<file path="config.mk">
export PLATFORM = sky130hd
export DESIGN_NAME = uart_reg_writer
export DESIGN_NICKNAME = d
export VERILOG_FILES = /design/src/rtl/reg_writer_pkg.sv /design/src/rtl/rdy_edge_sync.sv /design/src/rtl/uart_reg_writer.sv
export SDC_FILE = /design/constraint.sdc
export NUM_CORES = 1
export LEC_CHECK = 0
export CORE_MARGIN = 2
export CORE_UTILIZATION = 53
export CTS_BUF_LIST = sky130_fd_sc_hd__clkbuf_8
export DETAILED_ROUTE_END_ITERATION = 8
export HOLD_SLACK_MARGIN = 0.03
export PLACE_DENSITY = 0.78
export SYNTH_ARGS = -nofsm -noshare
export SYNTH_HDL_FRONTEND = slang
export SYNTH_HIERARCHICAL = 1
export SYNTH_SLANG_ARGS = --single-unit
export TNS_END_PERCENT = 100
</file>
<file path="constraint.sdc">
create_clock -name clk_in -period 2.85 [get_ports clk_in]
set_clock_uncertainty 0.1 [all_clocks]
set_input_delay 0.285 -clock clk_in [delete_from_list [all_inputs] [get_ports clk_in]]
set_output_delay 0.285 -clock clk_in [all_outputs]
set_load 0.02 [all_outputs]
</file>
<file path="src/rtl/reg_writer_pkg.sv">
// Shared types and constants for the UART register writer.
// Optional checksum stage is enabled with REG_WRITER_CHKSUM_EN.
package reg_writer_pkg;

  typedef enum logic [1:0] {
    S_ADDR   = 2'd0,
    S_DATA   = 2'd1,
    S_CHK    = 2'd2,
    S_COMMIT = 2'd3
  } state_t;

  localparam logic [7:0] SYNC_BYTE_DEF = 8'hFF;

  function automatic int unsigned data_w(input int unsigned n_bytes);
    return 8 * n_bytes;
  endfunction

endpackage

</file>
<file path="src/rtl/rdy_edge_sync.sv">
// Registers the UART byte-valid level and emits one registered accept pulse
// per rising edge, capturing the byte alongside it.
module rdy_edge_sync (
  input  logic       i_clk,
  input  logic       i_rst,
  input  logic       i_rdy,
  input  logic [7:0] i_data,
  output logic       o_accept,
  output logic [7:0] o_byte
);

  logic       r_rdy_q;
  logic       r_accept;
  logic [7:0] r_byte;
  logic       w_rise;

  assign w_rise = i_rdy & ~r_rdy_q;

  always_ff @(posedge i_clk) begin
    if (i_rst) begin
      r_rdy_q  <= 1'b0;
      r_accept <= 1'b0;
      r_byte   <= '0;
    end else begin
      r_rdy_q  <= i_rdy;
      r_accept <= w_rise;
      if (w_rise) r_byte <= i_data;
    end
  end

  assign o_accept = r_accept;
  assign o_byte   = r_byte;

endmodule

</file>
<file path="src/rtl/uart_reg_writer.sv">
// Decodes a UART byte stream (address, then DATA_BYTES big-endian data bytes)
// into register-file writes. Define REG_WRITER_CHKSUM_EN for a trailing XOR checksum byte.
module uart_reg_writer
  import reg_writer_pkg::*;
#(
  parameter int unsigned ADDR_W      = 5,
  parameter int unsigned DATA_BYTES  = 2,
  parameter logic [7:0]  SYNC_BYTE   = SYNC_BYTE_DEF,
  parameter logic [15:0] TIMEOUT_CYC = 16'd50000
) (
  input  logic                    clk_in,
  input  logic                    reset,
  input  logic                    data_rdy,
  input  logic [7:0]              data_in,
  output logic                    write_enable,
  output logic [ADDR_W-1:0]       addr,
  output logic [8*DATA_BYTES-1:0] data_out,
  output logic                    frame_err
);

  localparam int unsigned DW    = data_w(DATA_BYTES);
  localparam int unsigned CNT_W = 2;

  logic             w_accept;
  logic [7:0]       w_byte;

  state_t           r_state,  w_state_nxt;
  logic [ADDR_W-1:0] r_addr,  w_addr_nxt;
  logic [DW-1:0]    r_stage,  w_stage_nxt;
  logic [DW-1:0]    r_dout,   w_dout_nxt;
  logic [CNT_W-1:0] r_cnt,    w_cnt_nxt;
  logic [15:0]      r_tmo,    w_tmo_nxt;
  logic             r_we,     w_we_nxt;
  logic             r_err,    w_err_nxt;
  logic             r_pend,   w_pend_nxt;
`ifdef REG_WRITER_CHKSUM_EN
  logic [7:0]       r_chk,    w_chk_nxt;
`endif

  logic             w_acc;
  logic             w_addr_ok;
  logic [15:0]      w_tmo_inc;
  logic             w_tmo_hit;

  rdy_edge_sync u_edge (
    .i_clk    (clk_in),
    .i_rst    (reset),
    .i_rdy    (data_rdy),
    .i_data   (data_in),
    .o_accept (w_accept),
    .o_byte   (w_byte)
  );

  // An accept arriving during S_COMMIT is held one cycle and replayed in S_ADDR.
  assign w_acc     = w_accept | r_pend;
  assign w_addr_ok = {1'b0, w_byte} < (9'd1 << ADDR_W);
  assign w_tmo_inc = r_tmo + 16'd1;
  assign w_tmo_hit = (TIMEOUT_CYC != 16'd0) && (w_tmo_inc == TIMEOUT_CYC);

  always_comb begin
    w_state_nxt = r_state;
    w_addr_nxt  = r_addr;
    w_stage_nxt = r_stage;
    w_dout_nxt  = r_dout;
    w_cnt_nxt   = r_cnt;
    w_tmo_nxt   = r_tmo;
    w_we_nxt    = 1'b0;
    w_err_nxt   = 1'b0;
    w_pend_nxt  = 1'b0;
`ifdef REG_WRITER_CHKSUM_EN
    w_chk_nxt   = r_chk;
`endif
    if (r_state == S_COMMIT) begin
      w_dout_nxt  = r_stage;
      w_we_nxt    = 1'b1;
      w_tmo_nxt   = '0;
      w_pend_nxt  = w_acc;
      w_state_nxt = S_ADDR;
    end else if (w_acc && (w_byte == SYNC_BYTE)) begin
      w_err_nxt   = (r_state != S_ADDR);
      w_cnt_nxt   = '0;
      w_tmo_nxt   = '0;
      w_state_nxt = S_ADDR;
    end else begin
      case (r_state)
        S_ADDR: begin
          w_tmo_nxt = '0;
          if (w_acc) begin
            if (w_addr_ok) begin
              w_addr_nxt  = w_byte[ADDR_W-1:0];
              w_cnt_nxt   = '0;
              w_stage_nxt = '0;
`ifdef REG_WRITER_CHKSUM_EN
              w_chk_nxt   = w_byte;
`endif
              w_state_nxt = S_DATA;
            end else begin
              w_err_nxt = 1'b1;
            end
          end
        end
        S_DATA: begin
          if (w_acc) begin
            w_tmo_nxt   = '0;
            w_stage_nxt = (r_stage << 8) | DW'(w_byte);
`ifdef REG_WRITER_CHKSUM_EN
            w_chk_nxt   = r_chk ^ w_byte;
`endif
            if (r_cnt == CNT_W'(DATA_BYTES - 1)) begin
              w_cnt_nxt = '0;
`ifdef REG_WRITER_CHKSUM_EN
              w_state_nxt = S_CHK;
`else
              w_state_nxt = S_COMMIT;
`endif
            end else begin
              w_cnt_nxt = r_cnt + CNT_W'(1);
            end
          end else if (w_tmo_hit) begin
            w_err_nxt   = 1'b1;
            w_stage_nxt = '0;
            w_cnt_nxt   = '0;
            w_tmo_nxt   = '0;
            w_state_nxt = S_ADDR;
          end else begin
            w_tmo_nxt = w_tmo_inc;
          end
        end
`ifdef REG_WRITER_CHKSUM_EN
        S_CHK: begin
          if (w_acc) begin
            w_tmo_nxt = '0;
            if (w_byte == r_chk) begin
              w_state_nxt = S_COMMIT;
            end else begin
              w_err_nxt   = 1'b1;
              w_stage_nxt = '0;
              w_state_nxt = S_ADDR;
            end
          end else if (w_tmo_hit) begin
            w_err_nxt   = 1'b1;
            w_stage_nxt = '0;
            w_tmo_nxt   = '0;
            w_state_nxt = S_ADDR;
          end else begin
            w_tmo_nxt = w_tmo_inc;
          end
        end
`endif
        default: w_state_nxt = S_ADDR;
      endcase
    end
  end

  always_ff @(posedge clk_in) begin
    if (reset) begin
      r_state <= S_ADDR;
      r_addr  <= '0;
      r_stage <= '0;
      r_dout  <= '0;
      r_cnt   <= '0;
      r_tmo   <= '0;
      r_we    <= 1'b0;
      r_err   <= 1'b0;
      r_pend  <= 1'b0;
`ifdef REG_WRITER_CHKSUM_EN
      r_chk   <= '0;
`endif
    end else begin
      r_state <= w_state_nxt;
      r_addr  <= w_addr_nxt;
      r_stage <= w_stage_nxt;
      r_dout  <= w_dout_nxt;
      r_cnt   <= w_cnt_nxt;
      r_tmo   <= w_tmo_nxt;
      r_we    <= w_we_nxt;
      r_err   <= w_err_nxt;
      r_pend  <= w_pend_nxt;
`ifdef REG_WRITER_CHKSUM_EN
      r_chk   <= w_chk_nxt;
`endif
    end
  end

  assign write_enable = r_we;
  assign frame_err    = r_err;
  assign addr         = r_addr;
  assign data_out     = r_dout;

endmodule

</file>
After elaboration in Yosys (flattened, before gate mapping)
Index checks and enable logic that the tools add are counted.

cells by class
  equality and inequality tests = 12
  add/sub/neg operators = 2
  reduce and logical (&&, ||, !) cells = 12
  bitwise gates (word level) = 6
  magnitude comparators = 1
  muxes and demuxes = 27

operator list
  kind                     number
  $mux W16                 6
  $pmux W16 S2             2
  $mux W2                  10
  $add A16 B1 Y16 const B  1
  $eq A16 B16 Y1 const B   1
  $or A16 B8 Y16           1
  $ne A3 B3 Y1 const B     4
  $reduce_and A5 Y1        2
  $eq A8 B8 Y1 const B     1
  $lt A8 B6 Y1 const B     1
  $pmux W2 S2              2
  $mux W1                  6
  $reduce_and A6 Y1        1
  $eq A2 B1 Y1 const B     2
  $ne A2 B2 Y1 const B     2
  $ne A4 B4 Y1 const B     1
  $reduce_and A4 Y1        1
  $reduce_bool A2 Y1       2
  $reduce_or A2 Y1         2
  $not A1 Y1               3
  $reduce_bool A3 Y1       1
  $reduce_or A3 Y1         1
  $add A2 B1 Y2 const B    1
  $eq A2 B2 Y1 const B     1
  5 further kinds          5

storage, ports and cells
  logic and storage cells = 72
  input port bits = 11
  output and inout port bits = 23
  register bits = 70

Depth between registers and ports, before layout
  word-level depth = 6
  gate-level depth with buffers = 9
  gate-level depth less buffers = 8

Hierarchy
Netlist, hierarchy kept.

modules (own cells, without submodules)
  module           cells each  area each (µm²)  times used  sequential area each (µm²)
  uart_reg_writer  307         2788.9           1           1201.2
  rdy_edge_sync    38          409.1            1           200.2

Worst setup path after synthesis
No wires, ideal clock.

  path type = reg-to-reg
  start = register r_tmo[4]
  end = register r_tmo[3]
  period minus slack after synthesis = 2.697 ns
  arrival = 2.475 ns
  buffers on the path = 2
  setup slack = 0.153 ns
  cell stages (with the launch flop) = 10
  data required time = 2.628 ns
  setup time = 0.122 ns
  cell sequence = dfxtp_1 buf_2 nand4_2 or4_1 or3_1 a211oi_2 nand4_4 and2_4 buf_6 a221o_1

between the ends
  cells in the longest elaborated chain, start to end = 5

ends and longest elaborated chain
  item                    RTL line                text
  start, declared         uart_reg_writer.sv:32   logic [15:0] r_tmo, w_tmo_nxt;
  start signal, assigned  uart_reg_writer.sv:175  r_tmo <= w_tmo_nxt;
  $add A16 B1 Y16         uart_reg_writer.sv:57   assign w_tmo_inc = r_tmo + 16'd1;
  $eq A16 B16 Y1          uart_reg_writer.sv:58   assign w_tmo_hit = (TIMEOUT_CYC != 16'd0) && (w_tmo_inc == TIMEOUT_CYC);
  $mux W16                uart_reg_writer.sv:119  end else if (w_tmo_hit) begin
  $mux W16                uart_reg_writer.sv:103  if (w_acc) begin
  $pmux W16 S2            uart_reg_writer.sv:85   case (r_state)

Every way passes these cells.
A chain may end at the register's enable or synchronous reset.

Worst setup path after layout
  start = register r_tmo[5]
  end = register r_tmo[9]

between the ends
  cells in the longest elaborated chain, start to end = 5

ends and longest elaborated chain
  item               RTL line
  $add A16 B1 Y16 *  uart_reg_writer.sv:57
  $eq A16 B16 Y1     uart_reg_writer.sv:58
  $mux W16 *         uart_reg_writer.sv:119
  $mux W16 *         uart_reg_writer.sv:103
  $pmux W16 S2 *     uart_reg_writer.sv:85

Mark *: on every way between the ends. The rest lies on a longest branch, timed or not.

==> results.sh <==
export IMPL_outcome="finished, final reports clean"
export IMPL_worstMarginPinSlew_ps=1140
export IMPL_clock_sinks=70
export IMPL_antenna_found_initial=0
export IMPL_grt_pass1_wl_um=11400
export IMPL_io_buffers=33
export IMPL_critPathBufInv=1
export IMPL_n_antenna_cell=0
export IMPL_setup_violations_final=0
export IMPL_reg2reg_from="r_tmo[5]"
export IMPL_vdd_drop_max_v=0.000371
export IMPL_drv_slew=0
export IMPL_place_worst_setup_slack_ps=89.6
export IMPL_die_y_um=81.7
export IMPL_worstSetupEndpointType="register"
export IMPL_final_nets=397
export IMPL_cts_buffers=9
export IMPL_critPathMaxFanout=12
export IMPL_reg2reg_depth=8
export IMPL_r2r_end="r_tmo[9]"
export IMPL_core_rowCount=28
export IMPL_maxCapViolCount=0
export IMPL_crit_chain="nand4_2, or4_1, or3_1, a211oi_2, nand4_4, buf_4, a31o_2, a22o_1"
export IMPL_cts_tree="built"
export IMPL_synthDistinctLibCells=50
export IMPL_cp_data_required_time_ps=3000
export IMPL_post_place_cells=448
export IMPL_cts_buffer_depth=2
export IMPL_max_clock_freq_mhz=372
export IMPL_worst_slack_ps=165
export IMPL_design_core_area_um2=5890
export IMPL_grt_max_degree=46
export IMPL_final_area_um2=3860
export IMPL_async_flop_share=0
export IMPL_rsz0062_at_grt="false"
export IMPL_startpoint_type="register"
export IMPL_finalSetupTns_ps=0
export IMPL_finalCriticalPeriod_ps=2690
export IMPL_first_iter_violations=169
export IMPL_syn_area_per_cell_um2=9.27
export IMPL_routabilityCongestion=0.922
export IMPL_p_leak_nw=1.41
export IMPL_hold_end="r_state[1]"
export IMPL_syn_area_um2=3200
export IMPL_synth_seq_cells=70
export IMPL_slowest_stage="or4_1"
export IMPL_dp_hpwl_um=4780
export IMPL_ys_flop_type="dfxtp_1"
export IMPL_criticalPathCategory="register to register"
export IMPL_postPlaceCellArea_um2=3640
export IMPL_num_vias=2684
export IMPL_grt_pass1_vias=2536
export IMPL_ys_seq_area_frac=0.438
export IMPL_power_density_nw_per_um2=499
export IMPL_drive_gt1_frac=0.121
export IMPL_wire_per_inst_um=14.7
export IMPL_htree_levels=3
export IMPL_ys_warnings_count=6
export IMPL_cp_data_arrival_time_ps=2830
export IMPL_holdCritStartpoint="r_cnt[1]"
export IMPL_syn2layout_area_growth_pct=20.7
export IMPL_wl_um=6840
export IMPL_synth_cells=345
export IMPL_clkTransAtPathRegs_ps=80
export IMPL_synth_fp_nets=357
export IMPL_grt_usage=0.223
export IMPL_crit_family="simple AND/OR/NAND/NOR gates"
export IMPL_instances_no_fill=465
export IMPL_cts_root_buf="clkbuf_8"
export IMPL_hold_path_class="register to register"
export IMPL_fin_crit_sh=0.942
export IMPL_initial_utilization=0.543
export IMPL_utilization=0.656
export IMPL_synth_edf_count=0
export IMPL_drc=0
export IMPL_die_x_um=81.7
export IMPL_grt_overflow=0
export IMPL_floorplan_die_area_um2=6670
export IMPL_cpPeakStageDelay_ps=560
export IMPL_viasPerCell=5.77
export IMPL_maxSlewHeadroom=0.237
export IMPL_hold_violations=0
export IMPL_worstSkewPairLatency_ps=360
export IMPL_holdPathStages=1
export IMPL_drtPass1Iterations=4
export IMPL_io_pins=34
export IMPL_antenna_left=0
export IMPL_reg2reg_slack_ps=160
stage by stage:
step                      power [mW]  hold WS (ps)
final                           1.93           368
after global routing            2.00           396
after CTS                       1.94           361
after detailed placement        1.14           332
after global placement          1.14           332
after floorplan                 1.10           313
registers in the layout, summed over array words and instances, names as in the netlist:
register	cells
u_edge/r_rdy_q	1
addr	5
r_cnt	2
data_out	16
u_edge/o_accept	1
frame_err	1
u_edge/o_byte	8
r_pend	1
r_stage	16
r_tmo	16
write_enable	1
r_state	2
worst max path at each step:
stage	to	depth (start not counted)	slack [ps]	start
floorplan	r_tmo[3]	9	150	r_tmo[4]
global placement	r_tmo[9]	8	150	r_tmo[5]
detailed placement	r_tmo[9]	8	90	r_tmo[5]
CTS	r_tmo[9]	8	60	r_tmo[5]
global route	r_tmo[5]	8	20	r_tmo[5]
finish	r_tmo[9]	8	160	r_tmo[5]
worst reg2reg max path: cells and delay by family, from the launching register on:
family	cells	cell delay, ps
compound gates	3	630
buf+inv	1	230
flops	1	390
simple gates	4	1220
layout make-up:
cell class / instances / area, um^2
Clock buffer: 9 / 124
Sequential cell: 70 / 1400
Clock inverter: 7 / 72.6
Inverter: 3 / 11.3
Fill cell: 521 / 2030
Tap cell: 75 / 93.8
Timing Repair Buffer: 49 / 463
Multi-Input combinational cell: 252 / 1690
metal layers:
layer / share of wire / global-route usage
met1: 0.46 / 0.276
met2: 0.47 / 0.355
met3: 0.039 / 0.0473
met4: 0.027 / 0.138
met5: 0 / 0
report_power, final:
part	leakage, nW	switching (mW)	internal [mW]
combinational	0.748	0.0590	0.0598
clock	0.0960	0.398	0.407
sequential	0.566	0.0143	0.990
cells in the mapped netlist (all sizes together) (2+ instances only):
library cell  instances  area share
dfxtp                70        0.44
nand2                37       0.043
nand2b               27       0.053
mux2i                26       0.081
a22o                 22       0.060
nor2                 22       0.026
o21ai                15       0.023
clkbuf               14       0.016
nand3                13       0.020
nor3                 10       0.016
nand4bb               8       0.028
a21oi                 7       0.011
nand4                 7       0.020
buf                   6       0.013
a31oi                 5      0.0098
nor4                  5      0.0098
or3                   5      0.0098
a31o                  4       0.011
nor4b                 4       0.011
and2b                 3      0.0078
and3                  3      0.0059
inv                   3      0.0035
or2                   3      0.0059
xnor2                 3      0.0082
a211oi                2      0.0063
a221o                 2      0.0063
nor2b                 2      0.0039
or4                   2      0.0047
timing repair:
item	4_1_cts	5_1_grt
buffers inserted	0	1
endpoints found under the setup margin	0	25
resized for setup	0	1
hold buffers	0	0
logic make-up after synthesis:
kind of cell | share of synthesized area
simple gates | 0.281
buf+inv | 0.0329
xor+xnor | 0.0110
flops | 0.438
mux | 0.0814
fa+ha+maj | 0.00391
compound gates | 0.151
cell usage in the layout, fill, tap and decap left out, types with 2 or more instances in the layout:
cell | netlist | routed
inv_1 | 3 | 3
clkbuf_8 | 0 | 9
nand4bb_1 | 8 | 8
a21oi_1 | 7 | 7
and2b_1 | 2 | 2
a22o_1 | 22 | 22
nand2_1 | 37 | 37
clkdlybuf4s50_1 | 0 | 33
nor4_1 | 5 | 5
nor4b_1 | 4 | 4
clkinvlp_4 | 0 | 2
o21ai_0 | 14 | 14
nor2_1 | 22 | 22
clkinv_2 | 0 | 2
and3_1 | 3 | 3
or2_2 | 3 | 3
a221o_1 | 2 | 2
nand3_1 | 13 | 13
xnor2_1 | 3 | 3
or3_1 | 5 | 5
nor3_1 | 10 | 10
nand2b_1 | 27 | 27
nand4_1 | 5 | 5
or4_1 | 2 | 2
a31o_2 | 4 | 4
mux2i_1 | 26 | 26
nor2b_1 | 2 | 2
dfxtp_1 | 70 | 69
inv_6 | 0 | 2
a31oi_1 | 5 | 5
buf_4 | 0 | 15
No activity file was read; power rests on OpenSTA's default activity.
